[src/rtl/mcse_ami_outbox_pkg.sv]
// Shared types, default sizing and the round-robin pick function for the MCSE->AMI outbox.
// Used by mcse_ami_outbox (optional MCSE_AMI_PRIORITY_EN build flag lives in the top).
package mcse_ami_pkg;

  typedef enum logic {
    AMI_IDLE    = 1'b0,
    AMI_PRESENT = 1'b1
  } ami_state_t;

  localparam int DEF_NUM_CH = 4;
  localparam int DEF_DATA_W = 256;
  localparam int DEF_DEPTH  = 4;
  localparam int MAX_CH     = 32;
  localparam int MAX_CH_W   = 5;

  // First requester at or after ptr, wrapping modulo n; returns ptr when nothing requests.
  function automatic int rr_next(input logic [MAX_CH-1:0] req, input int ptr, input int n);
    int idx;
    int res;
    res = ptr;
    for (int k = MAX_CH - 1; k >= 0; k--) begin
      if (k < n) begin
        idx = (ptr + k) % n;
        if (req[idx[MAX_CH_W-1:0]]) res = idx;
      end
    end
    return res;
  endfunction

endpackage

[src/rtl/mcse_ami_outbox_if.sv]
// Producer-side and AMI-side signal bundle of the outbox.
// master = the outbox itself, slave = producers plus AMI consumer.
interface mcse_ami_outbox_if
  import mcse_ami_pkg::*;
#(
  parameter int NUM_CH = DEF_NUM_CH,
  parameter int DATA_W = DEF_DATA_W
);
  localparam int CH_W = $clog2(NUM_CH);

  logic [NUM_CH-1:0]        ch_valid;
  logic [NUM_CH*DATA_W-1:0] ch_data;
  logic [NUM_CH-1:0]        ch_ready;
  logic [NUM_CH-1:0]        ovf_clr;
  logic [NUM_CH-1:0]        ch_overflow;
  logic [DATA_W-1:0]        ami_out;
  logic [CH_W-1:0]          ami_ch;
  logic                     ami_valid;
  logic                     ami_ack;
  logic                     busy;

  modport master (
    input  ch_valid, ch_data, ovf_clr, ami_ack,
    output ch_ready, ch_overflow, ami_out, ami_ch, ami_valid, busy
  );

  modport slave (
    output ch_valid, ch_data, ovf_clr, ami_ack,
    input  ch_ready, ch_overflow, ami_out, ami_ch, ami_valid, busy
  );

endinterface

[src/rtl/mcse_ami_outbox_fifo.sv]
// Per-channel synchronous FIFO (DATA_W x DEPTH, DEPTH a power of two) with occupancy count.
// Storage is not reset; only pointers and count are.
module mcse_ami_fifo #(
  parameter int DATA_W = 256,
  parameter int DEPTH  = 4
) (
  input  logic                       clk,
  input  logic                       rst,
  input  logic                       push,
  input  logic                       pop,
  input  logic [DATA_W-1:0]          wdata,
  output logic [DATA_W-1:0]          rdata,
  output logic [$clog2(DEPTH):0]     count,
  output logic                       full,
  output logic                       empty
);
  localparam int AW    = $clog2(DEPTH);
  localparam int CNT_W = AW + 1;

  logic [DATA_W-1:0] mem [DEPTH];
  logic [AW-1:0]     wr_ptr, rd_ptr;
  logic [CNT_W-1:0]  cnt;
  logic              do_push, do_pop;

  assign do_push = push & ~full;
  assign do_pop  = pop & ~empty;

  always_ff @(posedge clk or negedge rst) begin
    if (!rst) begin
      wr_ptr <= '0;
      rd_ptr <= '0;
      cnt    <= '0;
    end else begin
      if (do_push) wr_ptr <= wr_ptr + AW'(1);
      if (do_pop)  rd_ptr <= rd_ptr + AW'(1);
      case ({do_push, do_pop})
        2'b10:   cnt <= cnt + CNT_W'(1);
        2'b01:   cnt <= cnt - CNT_W'(1);
        default: cnt <= cnt;
      endcase
    end
  end

  always_ff @(posedge clk) begin
    if (do_push) mem[wr_ptr] <= wdata;
  end

  assign rdata = mem[rd_ptr];
  assign count = cnt;
  assign full  = (cnt == CNT_W'(DEPTH));
  assign empty = (cnt == '0);

endmodule

[src/rtl/mcse_ami_outbox.sv]
// Collects result words from NUM_CH engines and presents them one at a time on AMI (valid/ack).
// Build flag MCSE_AMI_PRIORITY_EN: channel 0 pre-empts round-robin and leaves rr_ptr untouched.
module mcse_ami_outbox
  import mcse_ami_pkg::*;
#(
  parameter int NUM_CH = DEF_NUM_CH,
  parameter int DATA_W = DEF_DATA_W,
  parameter int DEPTH  = DEF_DEPTH
) (
  input  logic                clk,
  input  logic                rst,
  mcse_ami_outbox_if.master   bus
);
  localparam int CH_W  = $clog2(NUM_CH);
  localparam int CNT_W = $clog2(DEPTH) + 1;

  ami_state_t        state, state_nx;
  logic [NUM_CH-1:0] full, empty, push, pop, req, ready;
  logic [CNT_W-1:0]  cnt  [NUM_CH];
  logic [DATA_W-1:0] head [NUM_CH];
  logic [CH_W-1:0]   rr_ptr, gnt, gnt_inc;
  logic [MAX_CH-1:0] req_ext;
  logic              do_grant;
  logic [DATA_W-1:0] ami_out_p0;
  logic [CH_W-1:0]   ami_ch_p0;
  logic [NUM_CH-1:0] ovf_q;

  for (genvar i = 0; i < NUM_CH; i++) begin : g_ch
    mcse_ami_fifo #(.DATA_W(DATA_W), .DEPTH(DEPTH)) u_fifo (
      .clk   (clk),
      .rst   (rst),
      .push  (push[i]),
      .pop   (pop[i]),
      .wdata (bus.ch_data[i*DATA_W +: DATA_W]),
      .rdata (head[i]),
      .count (cnt[i]),
      .full  (full[i]),
      .empty (empty[i])
    );
    // Ready comes from the registered count only, so a same-cycle pop never frees a full FIFO.
    assign ready[i] = (cnt[i] < CNT_W'(DEPTH));
  end

  assign req  = ~empty;
  assign push = bus.ch_valid & ready;

  always_comb begin
    req_ext = '0;
    req_ext[NUM_CH-1:0] = req;
    gnt = CH_W'(rr_next(req_ext, int'(rr_ptr), NUM_CH));
`ifdef MCSE_AMI_PRIORITY_EN
    if (req[0]) gnt = '0;
`endif
  end

  assign gnt_inc = (gnt == CH_W'(NUM_CH - 1)) ? '0 : gnt + CH_W'(1);
  assign pop     = do_grant ? (NUM_CH'(1) << gnt) : '0;

  always_ff @(posedge clk or negedge rst) begin
    if (!rst) state <= AMI_IDLE;
    else      state <= state_nx;
  end

  // A new word may be loaded whenever nothing is presented or the presented word is acked.
  always_comb begin
    state_nx = state;
    do_grant = 1'b0;
    case (state)
      AMI_IDLE: begin
        if (|req) begin
          do_grant = 1'b1;
          state_nx = AMI_PRESENT;
        end
      end
      AMI_PRESENT: begin
        if (bus.ami_ack) begin
          if (|req) do_grant = 1'b1;
          else      state_nx = AMI_IDLE;
        end
      end
      default: state_nx = AMI_IDLE;
    endcase
  end

  // ---- presentation stage p0 ----
  always_ff @(posedge clk or negedge rst) begin
    if (!rst) begin
      ami_out_p0 <= '0;
      ami_ch_p0  <= '0;
      rr_ptr     <= '0;
      ovf_q      <= '0;
    end else begin
      ovf_q <= (ovf_q & ~bus.ovf_clr) | (bus.ch_valid & full);
      if (do_grant) begin
        ami_out_p0 <= head[gnt];
        ami_ch_p0  <= gnt;
`ifdef MCSE_AMI_PRIORITY_EN
        if (gnt != '0) rr_ptr <= gnt_inc;
`else
        rr_ptr <= gnt_inc;
`endif
      end
    end
  end

  assign bus.ch_ready    = ready;
  assign bus.ch_overflow = ovf_q;
  assign bus.ami_out     = ami_out_p0;
  assign bus.ami_ch      = ami_ch_p0;
  assign bus.ami_valid   = (state == AMI_PRESENT);
  assign bus.busy        = (|req) | (state == AMI_PRESENT);

endmodule
[src/flat_wrapper.sv]
// flat-port wrapper written by rule: the top's interface ports become plain ports
module mcse_ami_outbox_flat import mcse_ami_pkg::*;
#(
  parameter int NUM_CH = DEF_NUM_CH,
  parameter int DATA_W = DEF_DATA_W,
  parameter int DEPTH  = DEF_DEPTH
)
  (clk, rst, bus_ch_valid, bus_ch_data, bus_ovf_clr, bus_ami_ack, bus_ch_ready, bus_ch_overflow, bus_ami_out, bus_ami_ch, bus_ami_valid, bus_busy);
  mcse_ami_outbox_if #(.NUM_CH(NUM_CH), .DATA_W(DATA_W)) bus_i ();
  input  logic clk;
  input  logic rst;
  input wire logic [$bits(bus_i.ch_valid)-1:0] bus_ch_valid;
  input wire logic [$bits(bus_i.ch_data)-1:0] bus_ch_data;
  input wire logic [$bits(bus_i.ovf_clr)-1:0] bus_ovf_clr;
  input wire logic [$bits(bus_i.ami_ack)-1:0] bus_ami_ack;
  output wire logic [$bits(bus_i.ch_ready)-1:0] bus_ch_ready;
  output wire logic [$bits(bus_i.ch_overflow)-1:0] bus_ch_overflow;
  output wire logic [$bits(bus_i.ami_out)-1:0] bus_ami_out;
  output wire logic [$bits(bus_i.ami_ch)-1:0] bus_ami_ch;
  output wire logic [$bits(bus_i.ami_valid)-1:0] bus_ami_valid;
  output wire logic [$bits(bus_i.busy)-1:0] bus_busy;
  assign bus_i.ch_valid = bus_ch_valid;
  assign bus_i.ch_data = bus_ch_data;
  assign bus_i.ovf_clr = bus_ovf_clr;
  assign bus_i.ami_ack = bus_ami_ack;
  assign bus_ch_ready = bus_i.ch_ready;
  assign bus_ch_overflow = bus_i.ch_overflow;
  assign bus_ami_out = bus_i.ami_out;
  assign bus_ami_ch = bus_i.ami_ch;
  assign bus_ami_valid = bus_i.ami_valid;
  assign bus_busy = bus_i.busy;
  mcse_ami_outbox #(.NUM_CH(NUM_CH), .DATA_W(DATA_W), .DEPTH(DEPTH)) u_core (.clk(clk), .rst(rst), .bus(bus_i));
endmodule
[config.mk]
export PLATFORM = sky130hd
export DESIGN_NAME = mcse_ami_outbox_flat
export DESIGN_NICKNAME = d
export VERILOG_FILES = /design/src/rtl/mcse_ami_outbox_pkg.sv /design/src/rtl/mcse_ami_outbox_if.sv /design/src/rtl/mcse_ami_outbox_fifo.sv /design/src/rtl/mcse_ami_outbox.sv /design/src/flat_wrapper.sv
export SDC_FILE = /design/constraint.sdc
export NUM_CORES = 2
export LEC_CHECK = 0
export CORE_MARGIN = 3
export CORE_UTILIZATION = 45
export DETAILED_ROUTE_END_ITERATION = 8
export PLACE_DENSITY = 0.63
export SETUP_SLACK_MARGIN = 0.3
export SYNTH_ARGS = -nofsm -noshare
export SYNTH_HDL_FRONTEND = slang
export SYNTH_SLANG_ARGS = --single-unit
[constraint.sdc]
create_clock -name clk -period 7.4 [get_ports clk]
set_input_delay 1.48 -clock clk [delete_from_list [all_inputs] [get_ports clk]]
set_output_delay 1.48 -clock clk [all_outputs]
set_load 0.005 [all_outputs]
Word level (Yosys, flattened, before mapping):

Memory sizes are Yosys's and may differ from the RTL's.
Cells that the tools add are included.

* register bits: 293
* bits in writable memories: 4096
* output and inout bits: 268
* logic and storage cells: 138
* memories kept: 4

Memories
* u_core.g_ch[0].u_fifo.mem: depth 4, bits a word 256, rd ports 1, clocked after memory_dff 0, wr ports 1, line mcse_ami_outbox_fifo.sv:20 `logic [DATA_W-1:0] mem [DEPTH];`
* u_core.g_ch[1].u_fifo.mem: depth 4, bits a word 256, rd ports 1, clocked after memory_dff 0, wr ports 1, line mcse_ami_outbox_fifo.sv:20
* u_core.g_ch[2].u_fifo.mem: depth 4, bits a word 256, rd ports 1, clocked after memory_dff 0, wr ports 1, line mcse_ami_outbox_fifo.sv:20
* u_core.g_ch[3].u_fifo.mem: depth 4, bits a word 256, rd ports 1, clocked after memory_dff 0, wr ports 1, line mcse_ami_outbox_fifo.sv:20

* add/subtract/negate cells: 20
* magnitude comparators: 9
* equal/unequal tests: 13
* shift operators: 1
* mux-type cells: 34
* bitwise gates (word level): 28
* reductions and logical operators: 12

Operators with widths (count)
* 256-bit binary-select mux with 2-bit select: 1
* 256-bit two-way mux: 2
* 3-bit case mux with 2 select lines: 4
* 2-bit by 1-bit adder with 2-bit output (second input constant): 10
* 5-bit by 6-bit less-than comparator with 1-bit output (second input constant): 3
* 1-bit two-way mux: 15
* 3-bit by 1-bit adder with 3-bit output (second input constant): 4
* 4-bit AND: 3
* 3-bit == test (second input constant): 4
* 3-bit zero test: 4
* 3-bit less-than comparator (second input constant): 4
* 3-bit by 1-bit subtractor with 3-bit output (second input constant): 4
* 2-bit == test (second input constant): 5
* 2-bit two-way mux: 5
* 1-bit binary-select mux with 3-bit select: 3
* 1-bit NOT: 9
* 1-bit AND: 8
* 2-bit by 1-bit == test with 1-bit output (second input constant): 4
* 4-bit NOT: 2
* 2-bit nonzero test: 4
* 2-bit by 6-bit less-than comparator with 1-bit output (second input constant): 1
* 2-bit OR reduction: 3
* 2-bit adder (second input constant): 2
* 4-bit two-way mux: 1
* 9 further kinds: 12

Longest topological paths before layout:

* depth in word-level cells: 14
* gate-level depth with buffers: 14
* depth with buffers taken out: 12

Cells and area by module:

From an unflattened synthesis, not the netlist that was laid out.

* cell total of the unflattened synthesis: 7334
* area, all modules: 169316.1 µm²

Modules (own cells, without submodules)
* mcse_ami_fifo at u_core.g_ch[0].u_fifo ...: times used 2, cells an instance 1376, area each 37817.5 µm², sequential area each 30924.7 µm²
* mcse_ami_fifo at u_core.g_ch[1].u_fifo ...: times used 2, cells an instance 1375, area each 37803.8 µm², sequential area each 30924.7 µm²
* mcse_ami_outbox: times used 1, cells an instance 1832, area each 18073.6 µm², sequential area each 6631.4 µm²

Worst setup path before layout:

No wires, ideal clock.

* path kind: input -> register
* start point: input port bus_ch_valid[0]
* end point: memory u_core.g_ch[0].u_fifo.mem[0][0] (enable)
* library setup time: 0.649 ns
* arrival time: 7.667 ns
* path slack: -0.916 ns
* cell stages on the path: 3
* buffers on the path: 1
* cell sequence: nor2b_1 > clkbuf_1 > and2_1

* cells in the longest elaborated chain, start to end: 4

Ends and longest elaborated chain
* from (decl): line flat_wrapper.sv:12 `input wire logic [$bits(bus_i.ch_valid)-1:0] bus_ch_valid;`
* 4-bit AND: line mcse_ami_outbox.sv:45 `assign push = bus.ch_valid & ready;`
* 1-bit AND: line mcse_ami_outbox_fifo.sv:25 `assign do_push = push & ~full;`
* 1-bit two-way mux: line mcse_ami_outbox_fifo.sv:45 `if (do_push) mem[wr_ptr] <= wdata;`
* 1-bit two-way mux (implied by the code): line mcse_ami_outbox_fifo.sv:45
* to (decl): line mcse_ami_outbox_fifo.sv:20

Every way passes these cells.

Final worst setup path:

* start point: register u_core.g_ch[1].u_fifo.cnt[2]
* end point: output port bus_busy

* cells in the longest elaborated chain, start to end: 4

Ends and longest elaborated chain
* from (decl): line mcse_ami_outbox_fifo.sv:22 `logic [CNT_W-1:0] cnt;`
* from (signal assigned): line mcse_ami_outbox_fifo.sv:37 `2'b10: cnt <= cnt + CNT_W'(1);`
* from (signal assigned): line mcse_ami_outbox_fifo.sv:38 `2'b01: cnt <= cnt - CNT_W'(1);`
* from (signal assigned): line mcse_ami_outbox_fifo.sv:39 `default: cnt <= cnt;`
* 3-bit zero test: line mcse_ami_outbox_fifo.sv:51 `assign empty = (cnt == '0);`
* 4-bit NOT: line mcse_ami_outbox.sv:44 `assign req = ~empty;`
* 4-bit OR reduction: line mcse_ami_outbox.sv:111 `assign bus.busy = (|req) | (state == AMI_PRESENT);`
* 1-bit OR: line mcse_ami_outbox.sv:111
* to (decl): line flat_wrapper.sv:21 `output wire logic [$bits(bus_i.busy)-1:0] bus_busy;`

Every way passes these cells.

==> insert_results.sql <==
INSERT INTO impl_metrics (metric_group, metric, value, unit) VALUES
('sta', 'timing.max_slew.rel_slack', '-0.0130', ''),
('worst_setup_path', 'cp_num_cells', '4', ''),
('global_route', 'grt_max_degree', '158', ''),
('sta', 'max_slew.worst_pin.slew', '1.52', 'ns'),
('sta', 'timing.final.crit_share', '0.624', ''),
('global_route', 'groute.usage.overall', '0.258', ''),
('cells_and_area', 'stdcell_area', '0.200', 'sq mm'),
('global_route', 'wire_length_of_the_first_global_routing_pass', '681', 'mm'),
('sta', 'setup_viol', '0', ''),
('die', 'rows', '221', ''),
('cells_and_area', 'final_common_cell', 'edfxtp_1', ''),
('cells_and_area', 'fin_util', '0.548', ''),
('cells_and_area', 'most_used_cells_in_the_layout_excluding_fill_and_tap_cells', 'edfxtp_1 (4096), clkdlybuf4s50_1 (1301), nand2_1 (1039)', ''),
('global_route', 'grt_remaining_overflow', '0', ''),
('status', 'outcome', 'finished, violations left', ''),
('synthesis', 'synthesis.instances', '7813', ''),
('global_route', 'number_of_antenna_violations_at_the_first_check_in_global_routing', '325', ''),
('placement', 'gpl.final_weighted_congestion', '0.822', ''),
('sta', 'slew_violations', '21', ''),
('worst_setup_path', 'cp_data_required_time', '5.92', 'ns'),
('sta', 'layout_min_cycle_time', '4.62', 'ns'),
('synthesis', 'synth.net_count', '8873', ''),
('worst_setup_path', 'crit_buf_inv', '1', ''),
('die', 'die_h', '612', 'microns'),
('job', 'timing.max_cap.violations', '0', ''),
('die', 'placeableCoreArea', '0.364', 'sq mm'),
('worst_setup_path', 'worst_path_max_fanout', '5', ''),
('synthesis', 'postSynthAreaPerCell', '21.1', 'sq um'),
('clocking', 'cts_tree', 'built', ''),
('cells_and_area', 'design.final.nets', '10400', ''),
('routing', 'drtAntennaViolNets', '0', ''),
('clocking', 'cts-root-to-sink-buffers', '4', ''),
('clocking', 'cts_htree_levels', '5', ''),
('synthesis', 'postSynthRegisterBits', '4389', ''),
('worst_setup_path', 'arrival', '3.14', 'ns'),
('power', 'power.ir.vdd_worst', '0.555', 'mV'),
('worst_setup_path', 'reg2reg_depth', '8', ''),
('clocking', 'clock_sinks', '4389', ''),
('worst_setup_path', 'timing.critical_path.slowest_cell_delay', '0.50', 'ns'),
('placement', 'placement.setup.worst_slack', '2.40', 'ns'),
('clocking', 'worst_setup_hold_path_clk_slew', '0.07', 'ns'),
('routing', 'routed_wire_length_per_instance', '33.5', 'microns'),
('sta', 'fmaxAchievable', '217', 'MHz'),
('routing', 'drc', '0', ''),
('die', 'overall_die_area', '0.374', 'sq mm'),
('clocking', 'postCtsHoldBufs', '0', ''),
('cells_and_area', 'layout_cells_sized_above_1', '0.194', ''),
('power', 'cellLeakagePower', '66.1', 'nW'),
('clocking', 'postCtsSetupBuffers', '0', ''),
('synthesis', 'synth_cell_types', '39', ''),
('placement', 'place.port_buffers', '1302', ''),
('cells_and_area', 'flow.area_growth_from_synthesis', '20.9', '%'),
('global_route', 'first_global_vias', '87600', ''),
('sta', 'setup_repair_after_global_routing_missed_its_margin', 'false', ''),
('worst_setup_path', 'category_of_the_worst_setup_path_launch_point', 'register', ''),
('synthesis', 'proportion_of_synthesized_chip_area_in_sequential_cells', '0.789', ''),
('worst_setup_path', 'crit_path_leading_delay_family', 'simple AND/OR/NAND/NOR gates', ''),
('synthesis', 'largest_area_contributor_in_the_synthesized_netlist', 'edfxtp_1', ''),
('sta', 'clock_skews', '0.0597', 'ns'),
('synthesis', 'yosys-top-cells-area', 'edfxtp_1 (74%), mux4_2 (14%), dfrtp_1 (4.4%), nand2_1 (2.4%), a21oi_1 (1.6%)', ''),
('clocking', 'cts_root_buffer', 'clkbuf_16', ''),
('synthesis', 'number_of_enable_type_register_cells_in_the_synthesized_netlist', '4096', ''),
('worst_setup_path', 'crit_path_cell_trace', 'nor3_1 -> nand4_1 -> or2_2 -> clkdlybuf4s50_1', ''),
('placement', 'placement.cell_area', '0.185', 'sq mm'),
('synthesis', 'synth_top_flop_cell', 'edfxtp_1', ''),
('hold_path', 'holdPathStages', '1', ''),
('worst_setup_path', 'setup.worst_path.end_class', 'output port', ''),
('status', 'violated_checks', 'slew limit', ''),
('worst_setup_path', 'timing.critical_path.slowest_stage_cell', 'nor3_1', ''),
('hold_path', 'hp-class', 'register to register', ''),
('routing', 'vias_per_cell', '5.92', '');
## metal layers
metal / wire [microns] / GRT usage
met1: 189000 / 0.344
met2: 237000 / 0.403
met3: 42800 / 0.0649
met4: 20900 / 0.118
met5: 888 / 0
## synth_stat cells, drive strengths merged, types with 9 or more instances
| library cell | count |
|---|---|
| xnor2 | 14 |
| clkbuf | 231 |
| xor2 | 10 |
| ha | 21 |
| nand2 | 1040 |
| a21oi | 513 |
| edfxtp | 4096 |
| and2 | 18 |
| mux4 | 1024 |
| o21ai | 9 |
| inv | 35 |
| buf | 204 |
| dfrtp | 293 |
| a211o | 256 |
## path summary, 6_finish.rpt
| path | slack, ns | endpoint |
|---|---|---|
| worst min register to register | 0.49 | u_core.bus.ami_out[175] |
| worst max register to register | 3.10 | u_core.bus.ami_out[52] |
| worst min-delay path | 0.49 | u_core.bus.ami_out[175] |
| worst max-delay path | 2.78 | bus_busy |
| max in group asynchronous | 5.38 | u_core.g_ch[2].u_fifo.rd_ptr[1] |
| min in group asynchronous | 0.57 | u_core.bus.ami_out[230] |
## cell type report
class | count | area (sq um)
clock buffer | 618 | 12400
timing repair buffer | 1478 | 15300
antenna | 171 | 428
sequential | 4389 | 130000
tap | 4794 | 6000
multi-input combinational | 2954 | 32900
inverter | 35 | 139
fill | 27600 | 164000
clock inverter | 220 | 2150
## stage by stage
stage | TNS (ns) | power [W] | std cells | hold WS, ns
floorplan | -2344.49 | 0.0490 | 7813 | 0.471
global placement | 0 | 0.0592 | 13700 | 0.469
detailed placement | 0 | 0.0594 | 13700 | 0.478
CTS | 0 | 0.0815 | 14500 | 0.488
global route | 0 | 0.0839 | 14600 | 0.505
finish | 0 | 0.0807 | 14700 | 0.489
## logic make-up (layout without fill, tap and decap cells)
logic type               count (synthesis)  after routing  synth area share
adder cells (fa/ha/maj)                 25             25           0.00208
XOR/XNOR                                24             24           0.00127
buffers and inverters                  470           2351            0.0122
AND/OR/NAND/NOR                       1090           1090            0.0255
flip-flops                            4389           4389             0.789
other                                    0            171                 0
AO/OA/AOI/OAI                          789            789            0.0300
multiplexers                          1026           1026             0.140
## registers in the layout, summed over array words and instances, names as in the netlist
register,cells
u_core.g_ch.u_fifo.mem,4096
u_core.bus.ami_out,256
u_core.g_ch.u_fifo.count,12
u_core.g_ch.u_fifo.rd_ptr,8
u_core.g_ch.u_fifo.wr_ptr,8
u_core.bus.ch_overflow,4
u_core.bus.ami_ch,2
u_core.rr_ptr,2
u_core.bus.ami_valid,1
## power breakdown
part / switching (W) / internal, W / total, W
clock network: 0.00944 / 0.0127 / 0.0221
registers: 0.00196 / 0.0314 / 0.0334
logic: 0.0149 / 0.0103 / 0.0252
(Power assumes the default switching activity.)
